==> src/rtl/tim_pkg.sv <==
// Shared types and width for the general-purpose timer.
package tim_pkg;

    localparam int TIM_W = 16;

    typedef enum logic [1:0] {
        TIM_IDLE,
        TIM_RUN,
        TIM_HALT
    } tim_state_t;

endpackage

==> src/rtl/tim_prescaler.sv <==
// Prescaler for timer_unit: divides the clock by psc_sh+1 and emits a tick.
module tim_prescaler
    import tim_pkg::*;
(
    input  logic             clk,
    input  logic             reset,
    input  logic             load,
    input  logic             en,
    input  logic [TIM_W-1:0] psc_in,
    output logic             tick
);

    logic [TIM_W-1:0] psc_sh_q, psc_sh_d;
    logic [TIM_W-1:0] psc_cnt_q, psc_cnt_d;

    assign tick = en && (psc_cnt_q == psc_sh_q);

    // load happens at start or on an update, which always coincides with a tick
    always_comb begin
        psc_sh_d  = psc_sh_q;
        psc_cnt_d = psc_cnt_q;
        if (load) begin
            psc_sh_d  = psc_in;
            psc_cnt_d = '0;
        end else if (!en || tick) begin
            psc_cnt_d = '0;
        end else begin
            psc_cnt_d = psc_cnt_q + TIM_W'(1);
        end
    end

    always_ff @(posedge clk or posedge reset) begin
        if (reset) begin
            psc_sh_q  <= '0;
            psc_cnt_q <= '0;
        end else begin
            psc_sh_q  <= psc_sh_d;
            psc_cnt_q <= psc_cnt_d;
        end
    end

endmodule

==> src/rtl/timer_unit.sv <==
// 16-bit up-counting timer with prescaler, ARR preload, one-pulse mode,
// a registered update event and a sticky update interrupt flag.
module timer_unit
    import tim_pkg::*;
(
    input  logic             clk,
    input  logic             reset,
    input  logic [TIM_W-1:0] tim_psc,
    input  logic [TIM_W-1:0] tim_arr,
    input  logic             tim_en,
    input  logic             arpe,
    input  logic             one_pulse,
    input  logic             irq_clr,
    output logic [TIM_W-1:0] cnt,
    output logic             update_evt,
    output logic             uif,
    output logic             running
);

    tim_state_t       state_q, state_d;
    logic [TIM_W-1:0] cnt_q, cnt_d;
    logic [TIM_W-1:0] arr_sh_q, arr_sh_d;
    logic             update_evt_q, update_evt_d;
    logic             uif_q, uif_d;

    logic start;
    logic counting;
    logic tick;
    logic wrap;

    assign start    = (state_q == TIM_IDLE) && tim_en;
    assign counting = (state_q == TIM_RUN) && tim_en;
    // >= rather than == so a shrunken ARR below cnt still wraps
    assign wrap     = tick && (cnt_q >= arr_sh_q);

    tim_prescaler u_psc (
        .clk    (clk),
        .reset  (reset),
        .load   (start || wrap),
        .en     (counting),
        .psc_in (tim_psc),
        .tick   (tick)
    );

    always_comb begin
        state_d  = state_q;
        cnt_d    = cnt_q;
        arr_sh_d = arr_sh_q;
        unique case (state_q)
            TIM_IDLE: begin
                cnt_d = '0;
                if (tim_en) begin
                    state_d  = TIM_RUN;
                    arr_sh_d = tim_arr;
                end
            end
            TIM_RUN: begin
                if (!arpe) arr_sh_d = tim_arr;
                if (!tim_en) begin
                    state_d = TIM_IDLE;
                    cnt_d   = '0;
                end else if (wrap) begin
                    cnt_d = '0;
                    if (arpe) arr_sh_d = tim_arr;
                    if (one_pulse) state_d = TIM_HALT;
                end else if (tick) begin
                    cnt_d = cnt_q + TIM_W'(1);
                end
            end
            TIM_HALT: begin
                cnt_d = '0;
                if (!tim_en) state_d = TIM_IDLE;
            end
            default: begin
                state_d = TIM_IDLE;
                cnt_d   = '0;
            end
        endcase
    end

    // set wins over a simultaneous clear
    always_comb begin
        update_evt_d = wrap;
        uif_d        = wrap || (uif_q && !irq_clr);
    end

    always_ff @(posedge clk or posedge reset) begin
        if (reset) begin
            state_q      <= TIM_IDLE;
            cnt_q        <= '0;
            arr_sh_q     <= '0;
            update_evt_q <= 1'b0;
            uif_q        <= 1'b0;
        end else begin
            state_q      <= state_d;
            cnt_q        <= cnt_d;
            arr_sh_q     <= arr_sh_d;
            update_evt_q <= update_evt_d;
            uif_q        <= uif_d;
        end
    end

    assign cnt        = cnt_q;
    assign update_evt = update_evt_q;
    assign uif        = uif_q;
    assign running    = (state_q == TIM_RUN);

endmodule

==> config.mk <==
export PLATFORM = sky130hd
export DESIGN_NAME = timer_unit
export DESIGN_NICKNAME = d
export VERILOG_FILES = /design/src/rtl/tim_pkg.sv /design/src/rtl/tim_prescaler.sv /design/src/rtl/timer_unit.sv
export SDC_FILE = /design/constraint.sdc
export NUM_CORES = 1
export LEC_CHECK = 0
export CORE_MARGIN = 2
export CORE_UTILIZATION = 45
export DETAILED_ROUTE_END_ITERATION = 8
export GPL_ROUTABILITY_DRIVEN = 0
export PLACE_DENSITY = 0.75
export SYNTH_ARGS = -nofsm -noshare
export SYNTH_HDL_FRONTEND = slang
export SYNTH_SLANG_ARGS = --single-unit
==> constraint.sdc <==
create_clock -name clk -period 2.7 [get_ports clk]
set_clock_uncertainty 0.1 [all_clocks]
set_input_delay 0.54 -clock clk [delete_from_list [all_inputs] [get_ports clk]]
set_output_delay 0.54 -clock clk [all_outputs]
set_load 0.02 [all_outputs]
Yosys cells after proc, flatten, opt, wreduce, memory -nomap -nowiden:

Cells that the tools add are included.

* output and inout bits: 19
* input port bits: 38
* register bits: 68
* logic and storage cells: 50
* bits in latches: 0
* bits in read-only memories: 0
* memories: 0
* RAM bits: 0

* mux-type cells: 18
* shifts and indexed selects: 0
* $mul: 0
* reduce and logical (&&, ||, !) cells: 14
* add/sub/neg operators: 2
* div/mod/pow operators: 0
* order comparisons: 1
* equality and inequality tests: 8
* bitwise operators: 0

Operator list (count)
* $mux W16: 11
* $add A16 B1 Y16 const B: 2
* $pmux W16 S2: 1
* $eq A16 B16 Y1: 1
* $ge A16 B16 Y1: 1
* $mux W2: 5
* $pmux W2 S3: 1
* $logic_and A1 B1 Y1: 5
* $ne A2 B2 Y1 const B: 2
* $ne A4 B2 Y1 const B: 1
* $reduce_and A4 Y1: 1
* $logic_or A1 B1 Y1: 3
* $ne A3 B2 Y1 const B: 1
* $ne A3 B3 Y1 const B: 1
* $eq A2 B1 Y1 const B: 1
* $eq A2 B2 Y1 const B: 1
* $logic_not A1 Y1: 2
* $logic_not A2 Y1: 1
* $reduce_and A2 Y1: 1
* $reduce_bool A2 Y1: 1

Depth between registers and ports, before layout:

Gate-level depths: netlist (run 1).

* word-level depth: 7
* gate-level depth with buffers: 10
* gate-level depth less buffers: 8

Cells and area by module:

From an unflattened synthesis (run 1), not the netlist that was laid out.

* cell total of the unflattened synthesis: 345
* area total of the unflattened synthesis: 3726.1 µm²

By module, submodules not included
* timer_unit: times used 1, cells an instance 211, sequential area each 900.9 µm², area each 2123.3 µm²
* tim_prescaler: times used 1, cells an instance 134, sequential area each 800.8 µm², area each 1602.8 µm²

Least setup slack after synthesis (run 1):

No wires, ideal clock.

* path type: register to register
* start point: register cnt_q[0], in the netlist cnt[0]
* end point: register arr_sh_q[10]
* setup time: 0.125 ns
* arrival: 2.550 ns
* cell stages (with the launch flop): 10
* buffers on the path: 1
* setup slack: -0.075 ns
* clock period less this slack: 2.775 ns
* required time: 2.475 ns
* cell sequence: dfrtp_1 > inv_1 > ha_1 > nand2b_1 > a2111o_1 > a31oi_1 > a311oi_4 > nor2_4 > buf_6 > mux2_4

* longest elaborated chain between the ends: 5

Ends and longest elaborated chain
* start, declared: RTL line timer_unit.sv:21 `logic [TIM_W-1:0] cnt_q, cnt_d;`
* start signal, assigned: RTL line timer_unit.sv:96 `cnt_q <= cnt_d;`
* $ge A16 B16 Y1: RTL line timer_unit.sv:34 `assign wrap = tick && (cnt_q >= arr_sh_q);`
* $logic_and A1 B1 Y1: RTL line timer_unit.sv:34
* named net update_evt_d: RTL line timer_unit.sv:23 `logic update_evt_q, update_evt_d;`
* $mux W16: RTL line timer_unit.sv:62 `end else if (wrap) begin`
* $mux W16: RTL line timer_unit.sv:59 `if (!tim_en) begin`
* $pmux W16 S2: RTL line timer_unit.sv:49 `unique case (state_q)`
* end signal, assigned: RTL line timer_unit.sv:97 `arr_sh_q <= arr_sh_d;`
* end, declared: RTL line timer_unit.sv:22 `logic [TIM_W-1:0] arr_sh_q, arr_sh_d;`

The timed path passes the listed nets, and every way through them passes these cells.
A chain may end at the register's enable or synchronous reset.

Worst setup path in the final report (run 1):

* start point: register arr_sh_q[11]
* end point: register u_psc.psc_sh_q[0]

* longest elaborated chain between the ends: 3

Ends and longest elaborated chain
* $ge A16 B16 Y1: RTL line timer_unit.sv:34
* $logic_and A1 B1 Y1: RTL line timer_unit.sv:34
* named net update_evt_d: RTL line timer_unit.sv:23
* $logic_or A1 B1 Y1: RTL line timer_unit.sv:39 `.load (start || wrap),`
* end signal, assigned: RTL line tim_prescaler.sv:37 `psc_sh_q <= psc_sh_d;`
* end, declared: RTL line tim_prescaler.sv:13 `logic [TIM_W-1:0] psc_sh_q, psc_sh_d;`

The timed path passes the listed nets, and every way through them passes these cells.

==> results.md, run 1 <==
* Status: completed
* CP Capture Point: u_psc.psc_sh_q[0]
* Mean post-synth cell area at 10.9 um2
* Area Growth Syn to Fin at 30.4%
* Crit path launch: arr_sh_q[11]
* Max transition margin at between 60% and 70%
* Core Area at 8130 um2
* CTS tree: yes
* Async S/R FF share, synth at 100%
* Top-area cell type share of the netlist area at about 46%
* Io pins at 57
* Vias in the first global route at a little under 3,000
* Initial core utilization at around 46%
* CP arrival at ~2700 ps
* CTS H-tree lvls at 3
* Count of flip-flops with a built-in enable after synthesis at 0
* Clock root buffer: clkbuf_8
* FF-to-FF End: u_psc.psc_sh_q[0]
* Ant diodes at 0
* Via density at around 5.3
* Latest clock arrival within the worst-skew pair at around 330 ps
* Sequential-to-total area share from yosys stat at ~46%
* Row count at 33
* IO Port Bufs at between 50 and 60
* Max cap viols at 0
* GR Util All Layers at between 10% and 20%
* Tcrit/Tclk final at between 90 and 100%
* # fillers at 660
* Post-synth net total at around 400
* Setup TNS at 0 ps
* Drt total wl at approximately 8 mm
* Yosys top cell by area: dfrtp_1
* Ys Warns at 0
* Post-route ant nets at 0
* Die Wd at 95.0 um
* First-pass GRT wire length at 13.5 mm
* Max Freq at between 0.3 and 0.4 GHz
* Initial DRC count at ~110
* Post-synthesis register bit count at around 70
* Initial antenna violation count at 0
* First-pass iteration count of the detailed router at 4
* Final hold viol count at 0
* Final core utilization at between 50% and 60%
* DRC viols at 0
* Hold-fix buffers, CTS at 0
* Reg clk slew, reported paths at ~70 ps
* Worst Max-Slew Pin Slew at 504 ps
* Pwr dens at 486 nW/um2
* Lkg Pwr at between 2 and 2.5 nW
* Crit-path max FO at 16
* Max Slew Vio Count at 0
* Reg-to-Reg Start: arr_sh_q[11]
* Die footprint at between 9000 and 10,000 um2
* Ratio of cells with drive above 1 in the final layout at roughly 21%
* Synth cell types at 43
* CP Capture Type: flop
* CTS max path bufs at 2
* # Post-CTS Setup Buffers at 0
* Die H at around 95 um
* Final min period at around 2600 ps
* Pin count of the biggest net entering global routing at 25
* Nets@finish at roughly 490
* Main synth FF type: dfrtp_1
* Gr ovfl total at 0
* Setup crit start kind: flop
* Synth area leaders: dfrtp_1 46%, mux2_4 8.1%, ha_1 6.0%, xor2_1 5.4%, mux2_2 3.6%
* DP HPWL at around 6 mm
* Area occupied by multi-input gates at around 1900 um2
* Post-Syn Area at between 3000 and 4000 um2
* Max VDD drop at slightly below 0.0003 V
* DR WL/cell at around 15 um
* Mapped Cells at 343
* WP data required at approximately 2800 ps
* Hold Path Class: flop to flop
* Via Count at between 2,000 and 3,000
* Cells on worst reg2reg path at 9
* Register area at 1700 um2
* Reg2Reg Setup Slack at 120 ps
* Sinks on Clock Net at ~70
* Worst Setup Path Type: flop to flop
* TritonCTS Buffers at 9
* Final setup viols at 0
* RSZ-0062 raised after global routing: false
==> stage by stage <==
stage,area [um2],worst slack [ps],power (mW),hold slack [ps],std cells
finish,4860,124,2.36,376,539
global route,4860,14.5,2.47,400,539
CTS,4830,34.6,2.39,382,539
detailed placement,4610,8.90,1.47,365,524
global placement,4610,59.8,1.45,371,524
floorplan,3730,8.79,1.34,379,343
==> cell usage in the layout, fill, tap and decap left out, types with 4 or more instances in the layout <==
cell and count:
buf_4 27, dfrtp_1 67, clkbuf_8 10, nand2b_1 6, clkdlybuf4s50_1 56, nor3_1 4
xor2_1 23, nand2_1 17, mux2_4 20, o21ai_0 10, nand3_1 18, and3_1 14
a21oi_1 8, nor2_1 24, o31ai_1 5, mux2_2 12, xnor2_1 6, nor4_1 4
ha_1 18, inv_1 24, a22oi_1 8, nand4_1 6, or3_1 4
==> sequential cells by signal (all words and copies together), names as in the netlist <==
name and cells:
arr_sh_q 16, cnt 16, u_psc.psc_cnt_q 16, u_psc.psc_sh_q 16, state_q 2, uif 1, update_evt 1
==> repair_timing <==
| item | in CTS | in global routing |
|---|---|---|
| pin swaps | 0 | 1 |
| resized for setup | 1 | 4 |
| hold endpoints to repair | 0 | 0 |
| endpoints found under the setup margin | 3 | 35 |
==> power breakdown <==
part	internal [mW]	leakage [nW]	switching, mW
Sequential	1.09	0.872	0.0466
Clock	0.541	0.109	0.373
Combinational	0.187	1.28	0.127
Total	1.81	2.26	0.547
==> cells by family (layout without fill, tap and decap cells) <==
| group | Yosys count | count (layout) | synth area share [%] |
|---|---|---|---|
| xor+xnor | 29 | 29 | 6.81 |
| mux | 32 | 32 | 11.7 |
| flops | 68 | 68 | 45.7 |
| simple gates | 116 | 116 | 17.2 |
| fa+ha+maj | 18 | 18 | 6.04 |
| compound gates | 46 | 46 | 8.73 |
| buf+inv | 34 | 125 | 3.89 |
==> worst min path at each step <==
| stage | endpoint | slack (ps) | from | cells past startpoint |
|---|---|---|---|---|
| 2_1_floorplan | arr_sh_q[14] | 380 | arr_sh_q[14] | 1 |
| 3_3_place_gp | uif | 370 | uif | 1 |
| 3_5_place_dp | uif | 360 | uif | 1 |
| 4_1_cts | uif | 380 | uif | 1 |
| 5_1_grt | uif | 400 | uif | 1 |
| 6_report | uif | 380 | uif | 1 |
==> cells in the mapped netlist (3+ instances only) <==
| cell type | instances |
|---|---|
| o21ai_0 | 10 |
| mux2_2 | 12 |
| xnor2_1 | 6 |
| or2_2 | 3 |
| nor4_1 | 4 |
| dfrtp_1 | 68 |
| nor3_1 | 5 |
| nor2_1 | 24 |
| and3_1 | 14 |
| nand3_1 | 18 |
| ha_1 | 18 |
| a21oi_1 | 8 |
| inv_1 | 25 |
| mux2_4 | 20 |
| o31ai_1 | 6 |
| nand2_1 | 17 |
| or3_1 | 4 |
| nand2b_1 | 6 |
| a21o_1 | 3 |
| clkbuf_1 | 5 |
| a22oi_1 | 8 |
| nand4_1 | 6 |
| xor2_1 | 23 |
==> layer usage <==
metal	routed length, um	share of wire, %	track usage (%)	vias up
met5	0	0	0	-
met4	143	1.8	6.52	0
met3	361	4.5	4.35	13
met2	3820	48	31.8	83
met1	3640	46	25.4	1375
li1	-	-	-	1393
==> critical path, cell delays in order (launching register included) <==
cell	delay (ps)
dfrtp_1	370
inv_1	50
ha_1	310
nand4_1	170
nor3_2	280
a31oi_4	140
a311oi_4	490
nor2_4	80
buf_12	170
mux2_4	300
==> cell type report <==
type / instances / share of cell area (%)
timing repair buffer: 85 / 16.5
clock inverter: 4 / 1.52
sequential: 68 / 35.0
clock buffer: 11 / 2.91
tap: 105 / 2.70
multi-input combinational: 241 / 39.4
inverter: 25 / 1.93
Power figures use the tool's default switching activity.
==> run 2: changes to the inputs <==
--- a/config.mk
+++ b/config.mk
@@ -10,6 +10,7 @@
 export DETAILED_ROUTE_END_ITERATION = 8
 export GPL_ROUTABILITY_DRIVEN = 0
 export PLACE_DENSITY = 0.75
+export SETUP_SLACK_MARGIN = 0.1
 export SYNTH_ARGS = -nofsm -noshare
 export SYNTH_HDL_FRONTEND = slang
 export SYNTH_SLANG_ARGS = --single-unit
==> run 2 against run 1 <==
Setup slack gained 51 ps. Clock-buffer cell count grew 2. Utilization shrank 0.18 points. Design area shrank 0.31%. Global-route usage grew 0.059 points. Sequential power is essentially flat. Wire length grew 1.9%. Critical endpoint is now arr_sh_q[14]. Cell count shrank 0.19%. Sequential cell count is the same. Combinational power grew 2%. Register-to-register slack gained 50 ps. Via count grew 0.42%. Highest routed layer unchanged.
==> results.md, run 2 (same netlist as run 1, synthesis figures left out) <==
* Final hold viol count at 0
* Reg-to-Reg Start: cnt[0]
* IO Port Bufs at 56
* Die Wd at ~95 um
* Crit path launch: cnt[0]
* CP arrival at 2650 ps
* Lkg Pwr at around 2.2 nW
* Max Freq at between 0.3 and 0.4 GHz
* Commonest cells after routing, fill and taps aside: 67 x dfrtp_1, 56 x clkdlybuf4s50_1, 25 x buf_4
* Reg clk slew, reported paths at about 70 ps
* Post-route ant nets at 0
* Row count at 33
* CP Capture Type: flop
* Commonest non-fill, non-tap cell in the layout: dfrtp_1
* Core Area at slightly above 8000 um2
* Io pins at 57
* CTS max path bufs at 2
* Hold path startpoint: uif
* DRC viols at 0
* Worst Hold Margin at 385 ps
* Final setup viols at 0
* Worst Max-Slew Pin Slew at 487 ps
* Die H at approximately 95 um
* Clock root buffer: clkbuf_8
* Sinks on Clock Net at between 60 and 70
* Ant diodes at 0
* Initial DRC count at approximately 90
* WP data required at between 2000 and 3000 ps
* Via density at between 5 and 6
* TritonCTS Buffers at 9
* Register area at between 1500 and 2000 um2
* Min-Delay Path Depth at 1
* RSZ-0062 raised after global routing: true
* First-pass iteration count of the detailed router at 4
* Crit-path max FO at 16
* Setup TNS at 0 ps
* Final min period at 2530 ps
* Max transition margin at around two thirds
* DR WL/cell at approximately 15 um
* Max cap viols at 0
* Gr ovfl total at 0
* DP HPWL at 5.88 mm
* Latest clock arrival within the worst-skew pair at approximately 340 ps
* Setup crit start kind: flop
* CTS tree: yes
* Status: completed
* Area occupied by multi-input gates at approximately 1900 um2
* Hold Path Class: flop to flop
* Area Growth Syn to Fin at 30.0%
* Reg2Reg Setup Slack at around 170 ps
* Drt total wl at a little over 8 mm
* Pin count of the biggest net entering global routing at 69
* Pwr dens at roughly 450 nW/um2
* Tcrit/Tclk final at between 90 and 100%
* # fillers at slightly below 700
* CTS H-tree lvls at 3
* Via Count at around 2,900
* Ratio of cells with drive above 1 in the final layout at 21.0%
* Cells on worst reg2reg path at 9
* Worst Setup Path Type: flop to flop
* GR Util All Layers at 19.4%
* First-pass GRT wire length at between 10 and 15 mm
* Vias in the first global route at between 2,000 and 3,000
* Nets@finish at between 400 and 500
* Initial core utilization at between 40% and 50%
* Die footprint at around 9000 um2
* Max Slew Vio Count at 0
* Worst hold endpoint: uif
* Initial antenna violation count at 0
* FF-to-FF End: arr_sh_q[14]
* Max VDD drop at 0.000255 V
run 2: cell types whose count changed in the layout (fill, tap and decap cells not counted), moves of 2 or more:
cell | previous run | this run
buf_4 | 27 | 25
bufinv_16 | 2 | 0
ha_1 | 18 | 16
ha_4 | 0 | 2
run 2: power by group:
part | leakage, nW | internal, mW | switching (mW)
logic | 1.27 | 0.192 | 0.128
registers | 0.872 | 1.09 | 0.0466
clock network | 0.0893 | 0.377 | 0.370
run 2: worst max-delay path, stage by stage, from the launching register on:
cell and delay, ps:
dfrtp_2 400, inv_1 80, ha_1 220, nand2b_1 140, a2111o_1 440, a31oi_4 210
a311oi_4 160, nor2_4 150, buf_12 170, mux2_2 340
run 2: through the flow:
stage	setup WS, ps	total power [mW]	std cells	area [um2]	util (%)
after floorplan	104	1.35	343	3750	-
after detailed placement	76.8	1.47	522	4620	56.9
final	175	2.20	538	4840	59.6
after global placement	124	1.46	522	4620	56.9
after global routing	79.4	2.31	538	4840	59.6
after CTS	130	2.22	537	4800	59.0
run 2: how the worst max path moves through the flow:
stage	endpoint	slack (ps)	depth (start not counted)
2_1_floorplan	arr_sh_q[10]	100	8
3_3_place_gp	arr_sh_q[11]	120	7
3_5_place_dp	arr_sh_q[4]	80	10
4_1_cts	arr_sh_q[4]	130	10
5_1_grt	arr_sh_q[14]	80	9
6_report	arr_sh_q[14]	170	9
run 2: area by class of cell:
type                    instances  area share, %
multi-input cells             241           40.0
flip-flops and latches         68           35.1
repair buffers                 84           16.7
clock buffers                  13           3.28
well taps                     105           2.71
inverters                      25           1.94
clock inverters                 2          0.207
run 2: timing repair:
item | 4_1_cts | 5_1_grt
hold buffers | 0 | 0
gates resized for setup | 1 | 5
endpoints found under the setup margin | 32 | 38
pin swaps | 1 | 0
cloned | 0 | 0
buffers inserted | 0 | 1
run 2: layer usage:
metal	global-route usage, %	up-vias	routed length [um]
met5	0	-	0
met2	32.0	92	3860
met3	4.03	14	418
met1	24.7	1377	3680
met4	8.70	0	161
li1	-	1393	-
==> run 3: changes to the inputs <==
--- a/config.mk
+++ b/config.mk
@@ -5,10 +5,12 @@
 export SDC_FILE = /design/constraint.sdc
 export NUM_CORES = 1
 export LEC_CHECK = 0
+export CAP_MARGIN = 40
 export CORE_MARGIN = 2
 export CORE_UTILIZATION = 45
 export DETAILED_ROUTE_END_ITERATION = 8
 export GPL_ROUTABILITY_DRIVEN = 0
+export HOLD_SLACK_MARGIN = 0.12
 export PLACE_DENSITY = 0.75
 export SETUP_SLACK_MARGIN = 0.1
 export SYNTH_ARGS = -nofsm -noshare
==> results of run 3 <==
No change in the layout: final DEF, timing and power equal those of run 2.
